File: src/rtl/monitor_spi_pkg.sv
// Shared frame layout, state encoding and MOSI frame builder for the
// host-side monitor SPI master.
package monitor_spi_pkg;

  localparam int MISO_BITS = 56;
  localparam int MOSI_BITS = 16;

  localparam int ADDR_LSB   = 0;
  localparam int DATA_LSB   = 24;
  localparam int OUTSIG_LSB = 40;
  localparam int RXFLAG_BIT = 44;
  localparam int RXBYTE_LSB = 48;
  localparam int TXFLAG_BIT = 4;
  localparam int TXBYTE_LSB = 8;

  typedef enum logic [1:0] {
    IDLE,
    SETUP,
    SHIFT,
    GAP
  } state_e;

  typedef struct packed {
    logic [7:0] tx_data;
    logic [2:0] zero;
    logic       tx_flag;
    logic [3:0] insig;
  } mosi_frame_t;

  function automatic logic [MOSI_BITS-1:0] build_mosi(input logic [3:0] insig,
                                                      input logic       flag,
                                                      input logic [7:0] data);
    mosi_frame_t f;
    f.tx_data = flag ? data : 8'h00;
    f.zero    = 3'b000;
    f.tx_flag = flag;
    f.insig   = insig;
    return f;
  endfunction

endpackage

File: src/rtl/monitor_spi_master_sck_divider.sv
// Half-period counter for SCK; strobes mark the last MCLK cycle of the
// high phase (fall) and of the low phase (rise).
module spi_sck_divider #(
  parameter int CLK_DIV = 4
) (
  input  logic clk_i,
  input  logic rst_ni,
  input  logic en_i,
  output logic rise_o,
  output logic fall_o
);

  localparam int DW = $clog2(CLK_DIV);
  localparam logic [DW-1:0] LAST = DW'(CLK_DIV - 1);

  logic [DW-1:0] cnt_q, cnt_d;
  logic          high_q, high_d;
  logic          term;

  // NOTE: every signal written here gets a default first so no latch is inferred.
  always_comb begin
    cnt_d  = cnt_q + 1'b1;
    high_d = high_q;
    term   = en_i && (cnt_q == LAST);
    if (!en_i) begin
      // SHIFT is always entered with SCK already high.
      cnt_d  = '0;
      high_d = 1'b1;
    end else if (term) begin
      cnt_d  = '0;
      high_d = !high_q;
    end
    fall_o = term && high_q;
    rise_o = term && !high_q;
  end

  // NOTE: sequential state uses non-blocking assignments only.
  always_ff @(posedge clk_i) begin
    if (!rst_ni) begin
      cnt_q  <= '0;
      high_q <= 1'b1;
    end else begin
      cnt_q  <= cnt_d;
      high_q <= high_d;
    end
  end

endmodule

File: src/rtl/monitor_spi_master.sv
// Host-side SPI master (mode 1) polling the monitor slave with fixed
// 56-bit frames and exchanging INPUT_SIGNAL / UART bytes with the target.
module monitor_spi_master
  import monitor_spi_pkg::*;
#(
  parameter int CLK_DIV    = 4,
  parameter int SS_SETUP   = 2,
  parameter int GAP_CYCLES = 4
) (
  input  logic        MCLK_IN,
  input  logic        RUN_IN,
  input  logic        ENABLE_IN,
  input  logic [3:0]  INPUT_SIGNAL_IN,
  input  logic        TX_VALID_IN,
  input  logic [7:0]  TX_BYTE_IN,
  output logic        TX_READY,
  input  logic        SPISO_IN,
  output logic        SPICLK,
  output logic        SPISS,
  output logic        SPISI,
  output logic [23:0] ADDR,
  output logic [15:0] DATA,
  output logic [3:0]  OUTPUT_SIGNAL,
  output logic        RX_VALID,
  output logic [7:0]  RX_BYTE,
  output logic        FRAME_DONE,
  output logic        BUSY
);

  localparam int CMAX = (SS_SETUP > GAP_CYCLES) ? SS_SETUP : GAP_CYCLES;
  localparam int CW   = $clog2(CMAX + 1);
  localparam logic [CW-1:0] SETUP_LAST = CW'(SS_SETUP - 1);
  localparam logic [CW-1:0] GAP_LAST   = CW'(GAP_CYCLES - 1);
  localparam logic [5:0]    LAST_BIT   = 6'(MISO_BITS - 1);

  state_e                 state_q, state_d;
  logic [CW-1:0]          cnt_q, cnt_d;
  logic [5:0]             bit_q, bit_d;
  logic                   sck_q, sck_d;
  logic                   spiss_q, spiss_d;
  logic                   spisi_q, spisi_d;
  logic [MOSI_BITS-1:0]   mosi_sr_q, mosi_sr_d;
  logic                   tx_carry_q, tx_carry_d;
  logic [MISO_BITS-1:0]   miso_sr_q, miso_sr_d;
  logic                   pending_q, pending_d;
  logic [7:0]             tx_byte_q, tx_byte_d;
  logic                   tx_ready_q, tx_ready_d;
  logic [23:0]            addr_q, addr_d;
  logic [15:0]            data_q, data_d;
  logic [3:0]             outsig_q, outsig_d;
  logic                   rx_valid_q, rx_valid_d;
  logic [7:0]             rx_byte_q, rx_byte_d;
  logic                   frame_done_q, frame_done_d;
  logic                   busy_q, busy_d;

  logic sck_rise, sck_fall, enter_setup;

  spi_sck_divider #(
    .CLK_DIV(CLK_DIV)
  ) u_div (
    .clk_i (MCLK_IN),
    .rst_ni(RUN_IN),
    .en_i  (state_q == SHIFT),
    .rise_o(sck_rise),
    .fall_o(sck_fall)
  );

  always_comb begin
    state_d      = state_q;
    cnt_d        = cnt_q;
    bit_d        = bit_q;
    sck_d        = sck_q;
    spiss_d      = spiss_q;
    spisi_d      = spisi_q;
    mosi_sr_d    = mosi_sr_q;
    tx_carry_d   = tx_carry_q;
    miso_sr_d    = miso_sr_q;
    pending_d    = pending_q;
    tx_byte_d    = tx_byte_q;
    addr_d       = addr_q;
    data_d       = data_q;
    outsig_d     = outsig_q;
    rx_byte_d    = rx_byte_q;
    rx_valid_d   = 1'b0;
    frame_done_d = 1'b0;
    enter_setup  = 1'b0;

    unique case (state_q)
      IDLE: enter_setup = ENABLE_IN;
      SETUP: begin
        if (cnt_q == SETUP_LAST) begin
          state_d   = SHIFT;
          bit_d     = '0;
          sck_d     = 1'b1;
          spisi_d   = mosi_sr_q[0];
          mosi_sr_d = mosi_sr_q >> 1;
        end else begin
          cnt_d = cnt_q + 1'b1;
        end
      end
      SHIFT: begin
        if (sck_fall) begin
          sck_d     = 1'b0;
          miso_sr_d = {SPISO_IN, miso_sr_q[MISO_BITS-1:1]};
        end else if (sck_rise) begin
          if (bit_q == LAST_BIT) begin
            // Low phase of the last bit has elapsed: close the frame.
            state_d      = GAP;
            cnt_d        = '0;
            spiss_d      = 1'b0;
            spisi_d      = 1'b0;
            frame_done_d = 1'b1;
            addr_d       = miso_sr_q[ADDR_LSB +: 24];
            data_d       = miso_sr_q[DATA_LSB +: 16];
            outsig_d     = miso_sr_q[OUTSIG_LSB +: 4];
            if (miso_sr_q[RXFLAG_BIT]) begin
              rx_valid_d = 1'b1;
              rx_byte_d  = miso_sr_q[RXBYTE_LSB +: 8];
            end
            if (tx_carry_q) pending_d = 1'b0;
          end else begin
            bit_d     = bit_q + 1'b1;
            sck_d     = 1'b1;
            spisi_d   = mosi_sr_q[0];
            mosi_sr_d = mosi_sr_q >> 1;
          end
        end
      end
      GAP: begin
        if (cnt_q == GAP_LAST) begin
          if (ENABLE_IN) enter_setup = 1'b1;
          else           state_d     = IDLE;
        end else begin
          cnt_d = cnt_q + 1'b1;
        end
      end
      default: state_d = IDLE;
    endcase

    // The latch sees the pending flag as it was before this cycle's accept,
    // so a byte accepted on this very edge waits for the following frame.
    if (enter_setup) begin
      state_d    = SETUP;
      cnt_d      = '0;
      spiss_d    = 1'b1;
      mosi_sr_d  = build_mosi(INPUT_SIGNAL_IN, pending_q, tx_byte_q);
      tx_carry_d = pending_q;
    end

    if (TX_VALID_IN && tx_ready_q) begin
      pending_d = 1'b1;
      tx_byte_d = TX_BYTE_IN;
    end

    tx_ready_d = !pending_d;
    busy_d     = (state_d != IDLE);
  end

  // NOTE: the synchronous reset clears every register, so no partial frame or stale byte survives it.
  always_ff @(posedge MCLK_IN) begin
    if (!RUN_IN) begin
      state_q      <= IDLE;
      cnt_q        <= '0;
      bit_q        <= '0;
      sck_q        <= 1'b0;
      spiss_q      <= 1'b0;
      spisi_q      <= 1'b0;
      mosi_sr_q    <= '0;
      tx_carry_q   <= 1'b0;
      miso_sr_q    <= '0;
      pending_q    <= 1'b0;
      tx_byte_q    <= '0;
      tx_ready_q   <= 1'b0;
      addr_q       <= '0;
      data_q       <= '0;
      outsig_q     <= '0;
      rx_valid_q   <= 1'b0;
      rx_byte_q    <= '0;
      frame_done_q <= 1'b0;
      busy_q       <= 1'b0;
    end else begin
      state_q      <= state_d;
      cnt_q        <= cnt_d;
      bit_q        <= bit_d;
      sck_q        <= sck_d;
      spiss_q      <= spiss_d;
      spisi_q      <= spisi_d;
      mosi_sr_q    <= mosi_sr_d;
      tx_carry_q   <= tx_carry_d;
      miso_sr_q    <= miso_sr_d;
      pending_q    <= pending_d;
      tx_byte_q    <= tx_byte_d;
      tx_ready_q   <= tx_ready_d;
      addr_q       <= addr_d;
      data_q       <= data_d;
      outsig_q     <= outsig_d;
      rx_valid_q   <= rx_valid_d;
      rx_byte_q    <= rx_byte_d;
      frame_done_q <= frame_done_d;
      busy_q       <= busy_d;
    end
  end

  assign TX_READY      = tx_ready_q;
  assign SPICLK        = sck_q;
  assign SPISS         = spiss_q;
  assign SPISI         = spisi_q;
  assign ADDR          = addr_q;
  assign DATA          = data_q;
  assign OUTPUT_SIGNAL = outsig_q;
  assign RX_VALID      = rx_valid_q;
  assign RX_BYTE       = rx_byte_q;
  assign FRAME_DONE    = frame_done_q;
  assign BUSY          = busy_q;

endmodule

File: config.mk
export PLATFORM = sky130hd
export DESIGN_NAME = monitor_spi_master
export DESIGN_NICKNAME = d
export VERILOG_FILES = /design/src/rtl/monitor_spi_pkg.sv /design/src/rtl/monitor_spi_master_sck_divider.sv /design/src/rtl/monitor_spi_master.sv
export SDC_FILE = /design/constraint.sdc
export NUM_CORES = 1
export LEC_CHECK = 0
export BUFFER_PORTS_ARGS = -buffer_cell sky130_fd_sc_hd__buf_2
export CAP_MARGIN = 40
export CELL_PAD_IN_SITES_DETAIL_PLACEMENT = 1
export CELL_PAD_IN_SITES_GLOBAL_PLACEMENT = 2
export CORE_ASPECT_RATIO = 1.25
export CORE_MARGIN = 4
export CORE_UTILIZATION = 25
export CTS_CLUSTER_DIAMETER = 200
export DETAILED_ROUTE_END_ITERATION = 8
export PLACE_DENSITY = 0.65
export SYNTH_ARGS = -nofsm -noshare
export SYNTH_HDL_FRONTEND = slang
export SYNTH_SLANG_ARGS = --single-unit
File: constraint.sdc
create_clock -name MCLK_IN -period 2.4 [get_ports MCLK_IN]
set_clock_uncertainty 0.2 [all_clocks]
set_input_delay 0.24 -clock MCLK_IN [delete_from_list [all_inputs] [get_ports MCLK_IN]]
set_output_delay 0.24 -clock MCLK_IN [all_outputs]
set_load 0.02 [all_outputs]
==> reports/results.ini <==
[yosys]
synthTopCellsByArea=dfxtp_1 (53%), nand2_1 (15%), a21oi_1 (11%), ha_1 (2.3%), nand3_1 (1.7%)
synth_area_leader_cell=dfxtp_1
synth_cell_type_count=47
synthFlopType=dfxtp_1
synth_common_cells=nand2_1 (234), dfxtp_1 (155), a21oi_1 (126)
synth.most_common_cell=nand2_1
syn_inst=713
synthArstFlopShare=0
ys_seq_area_frac=0.5251
synth_edf_count=0
synth_top_area_frac=0.5251
synth.avg_cell_area_um2=8.288
syn-num-nets=741
yosys_warnings=0
synth_area_um2=5909
ys_ff_latch=155

[pwr]
p_switching_uw=1271
combinationalPowerShare=0.051
p_int_uw=4254
p_per_area_nw_per_um2=746.8
sw_frac_of_total=0.2300
power.leakage_uw=0.002747
peakVddDrop_v=0.0004512
pwr-share-seq=0.476
clkPwrFrac=0.473

[cts]
cts_max_path_buffers=2
cts_tree=done
cts_root_buffer=clkbuf_16
clkSinkCount=155
cts_made_buffers=17
insertion_delay_ns=0.42
h-tree-depth=4
path_clk_slew_ns=0.06
postCtsSetupRepairBufs=0

[setup_path]
crit_required_ns=2.50
critPathCaptureType=register
cp_num_buf_inv=2
regToRegStartpoint=state_q[0]
path_cells=inv_1, ha_1, nor2b_1, a21oi_1, buf_4, o211a_1, a311o_1
worstRegToRegCells=7
start_kind=register
slowest_delay_ns=0.38
timing.reg2reg.setup_slack_ns=0.19
critPathTopFamily=compound AO/OA/AOI/OAI gates
crit_slowest_cell=dfxtp_1
crit_fanout=13
cp.arrival_ns=2.31
path_depth=7
cp-startpoint=state_q[0]
path_class=reg -> reg
r2r_end=mosi_sr_q[4]
crit_end=mosi_sr_q[4]

[floorplan]
core_um2=23120
die_h_um=179.9
dieArea_um2=26180
die_w_um=145.5
pin_count=76
start_util=0.2556
rows=62

[timing]
max_freq_mhz=452.5
fin_crit_sh=0.9208
slew_violations=0
finalSetupViolations=0
worst_pin_slew_ns=0.4378
finalSetupTns_ns=0
rsz0062_at_grt=no
finalHoldViolCount=0
hold_ws_ns=0.2387
slew-limit-headroom=0.7077
period_minus_slack_ns=2.210

[layout]
multi_input_area_um2=2552
antenna_cells=0
fillCellCount=2746
layout-drive-gt1-share=0.1625
ff_latch_area_um2=3103
fin_area_um2=7398
area_growth_pct=25.20
nNetsFinal=823

[routing]
wl_um=16340
vias=5140
ant_nets=0
drt_iter0_drc=268
drt_pre_antenna_iters=5
wl_per_cell_um=14.94
remaining_drc_errors=0
via_per_inst=4.698

[global_routing]
grt_pass1_wl_um=27530
grt_max_degree=77
grt_pass1_vias=5527
track_usage=0.1279
overflow=0
antenna_found_initial=0

[placement]
io_buffers=75
gp_congestion=0.7886
placed_cell_area_um2=6605
hpwl_um=11230

[job]
cap_violations=0

[outcome]
outcome=complete, no violations

[worst_hold_path]
hold_class=in -> reg

## registers in the layout, indices dropped and copies added, names as in the netlist, 2 cells and up
| signal | cells |
|---|---|
| ADDR | 24 |
| DATA | 16 |
| OUTPUT_SIGNAL | 4 |
| RX_BYTE | 8 |
| bit_q | 6 |
| cnt_q | 3 |
| miso_sr_q | 56 |
| mosi_sr_q | 16 |
| state_q | 2 |
| tx_byte_q | 8 |
| u_div.cnt_q | 2 |
## per-layer routing
| metal | share of wire | global-route usage | up-vias |
|---|---|---|---|
| met1 | 0.44 | 0.1477 | 2480 |
| li1 | - | - | 2566 |
| met4 | 0.018 | 0.04903 | 0 |
| met5 | 0 | 0 | - |
| met2 | 0.51 | 0.2305 | 69 |
| met3 | 0.026 | 0.02746 | 25 |
## cell usage in the layout, fill, tap and decap left out, types with 5 or more instances in the layout
cell	n
buf_2	75
inv_1	6
o211ai_1	11
mux2i_1	9
clkbuf_16	17
nor2_1	13
nand3_1	19
a21oi_1	126
dlygate4sd3_1	22
ha_1	9
buf_4	7
nand4_1	6
a31oi_1	5
nand2_1	233
o21ai_0	18
buf_12	7
and3_1	5
dfxtp_1	155
## what timing repair did
action,4_1_cts,5_1_grt
hold buffers,22,0
hold endpoints to repair,14,0
resized for setup,0,3
setup endpoints to repair,0,6
## power groups by stage
stage	clock, uW	sequential, uW	combinational (uW)
after floorplan	0	2690	168
after global placement	0	2680	254
after detailed placement	0	2690	263
after CTS	2710	2630	289
after global routing	2820	2630	318
final	2610	2630	284
## how the worst min path moves through the flow
| stage | start | endpoint | slack (ns) | depth (start not counted) |
|---|---|---|---|---|
| after global routing | miso_sr_q[46] | miso_sr_q[45] | 0.27 | 2 |
| after detailed placement | miso_sr_q[46] | miso_sr_q[45] | 0.24 | 2 |
| after CTS | TX_VALID_IN | pending_q | 0.24 | 3 |
| after global placement | u_div.cnt_q[0] | u_div.cnt_q[0] | 0.21 | 1 |
| final | TX_VALID_IN | pending_q | 0.24 | 3 |
| after floorplan | SPISO_IN | miso_sr_q[55] | 0.18 | 2 |
## stage by stage
step / setup WS (ns) / instances / total power [uW] / util
6_report: 0.1900 / 1094 / 5525 / 0.3200
5_1_grt: 0.008969 / 1094 / 5767 / 0.3200
4_1_cts: 0.07015 / 1094 / 5628 / 0.3197
3_5_place_dp: 0.06262 / 1042 / 2950 / 0.2857
3_3_place_gp: 0.1966 / 1042 / 2938 / 0.2857
2_1_floorplan: 0.4377 / 713 / 2853 / -
## kinds of logic (layout without fill, tap and decap cells)
family,after synthesis,count (layout),share of synthesized area
AND/OR/NAND/NOR,309,309,0.2253
adder cells (fa/ha/maj),11,11,0.02329
multiplexers,9,9,0.01525
buffers and inverters,55,148,0.04595
flip-flops,155,155,0.5251
AO/OA/AOI/OAI,174,174,0.1652
## worst register-to-register path, stage by stage (launching register included)
cell     delay (ns)
dfxtp_1        0.38
inv_1          0.13
ha_1           0.31
nor2b_1        0.31
a21oi_1        0.17
buf_4          0.21
o211a_1        0.14
a311o_1        0.26
## layout make-up
type | count | share of cell area
sequential | 155 | 0.4194
multi-input combinational | 503 | 0.3450
tap | 288 | 0.04871
inverter | 7 | 0.003890
clock inverter | 11 | 0.01657
clock buffer | 19 | 0.05987
timing repair buffer | 111 | 0.1065
Power figures use the tool's default switching activity.
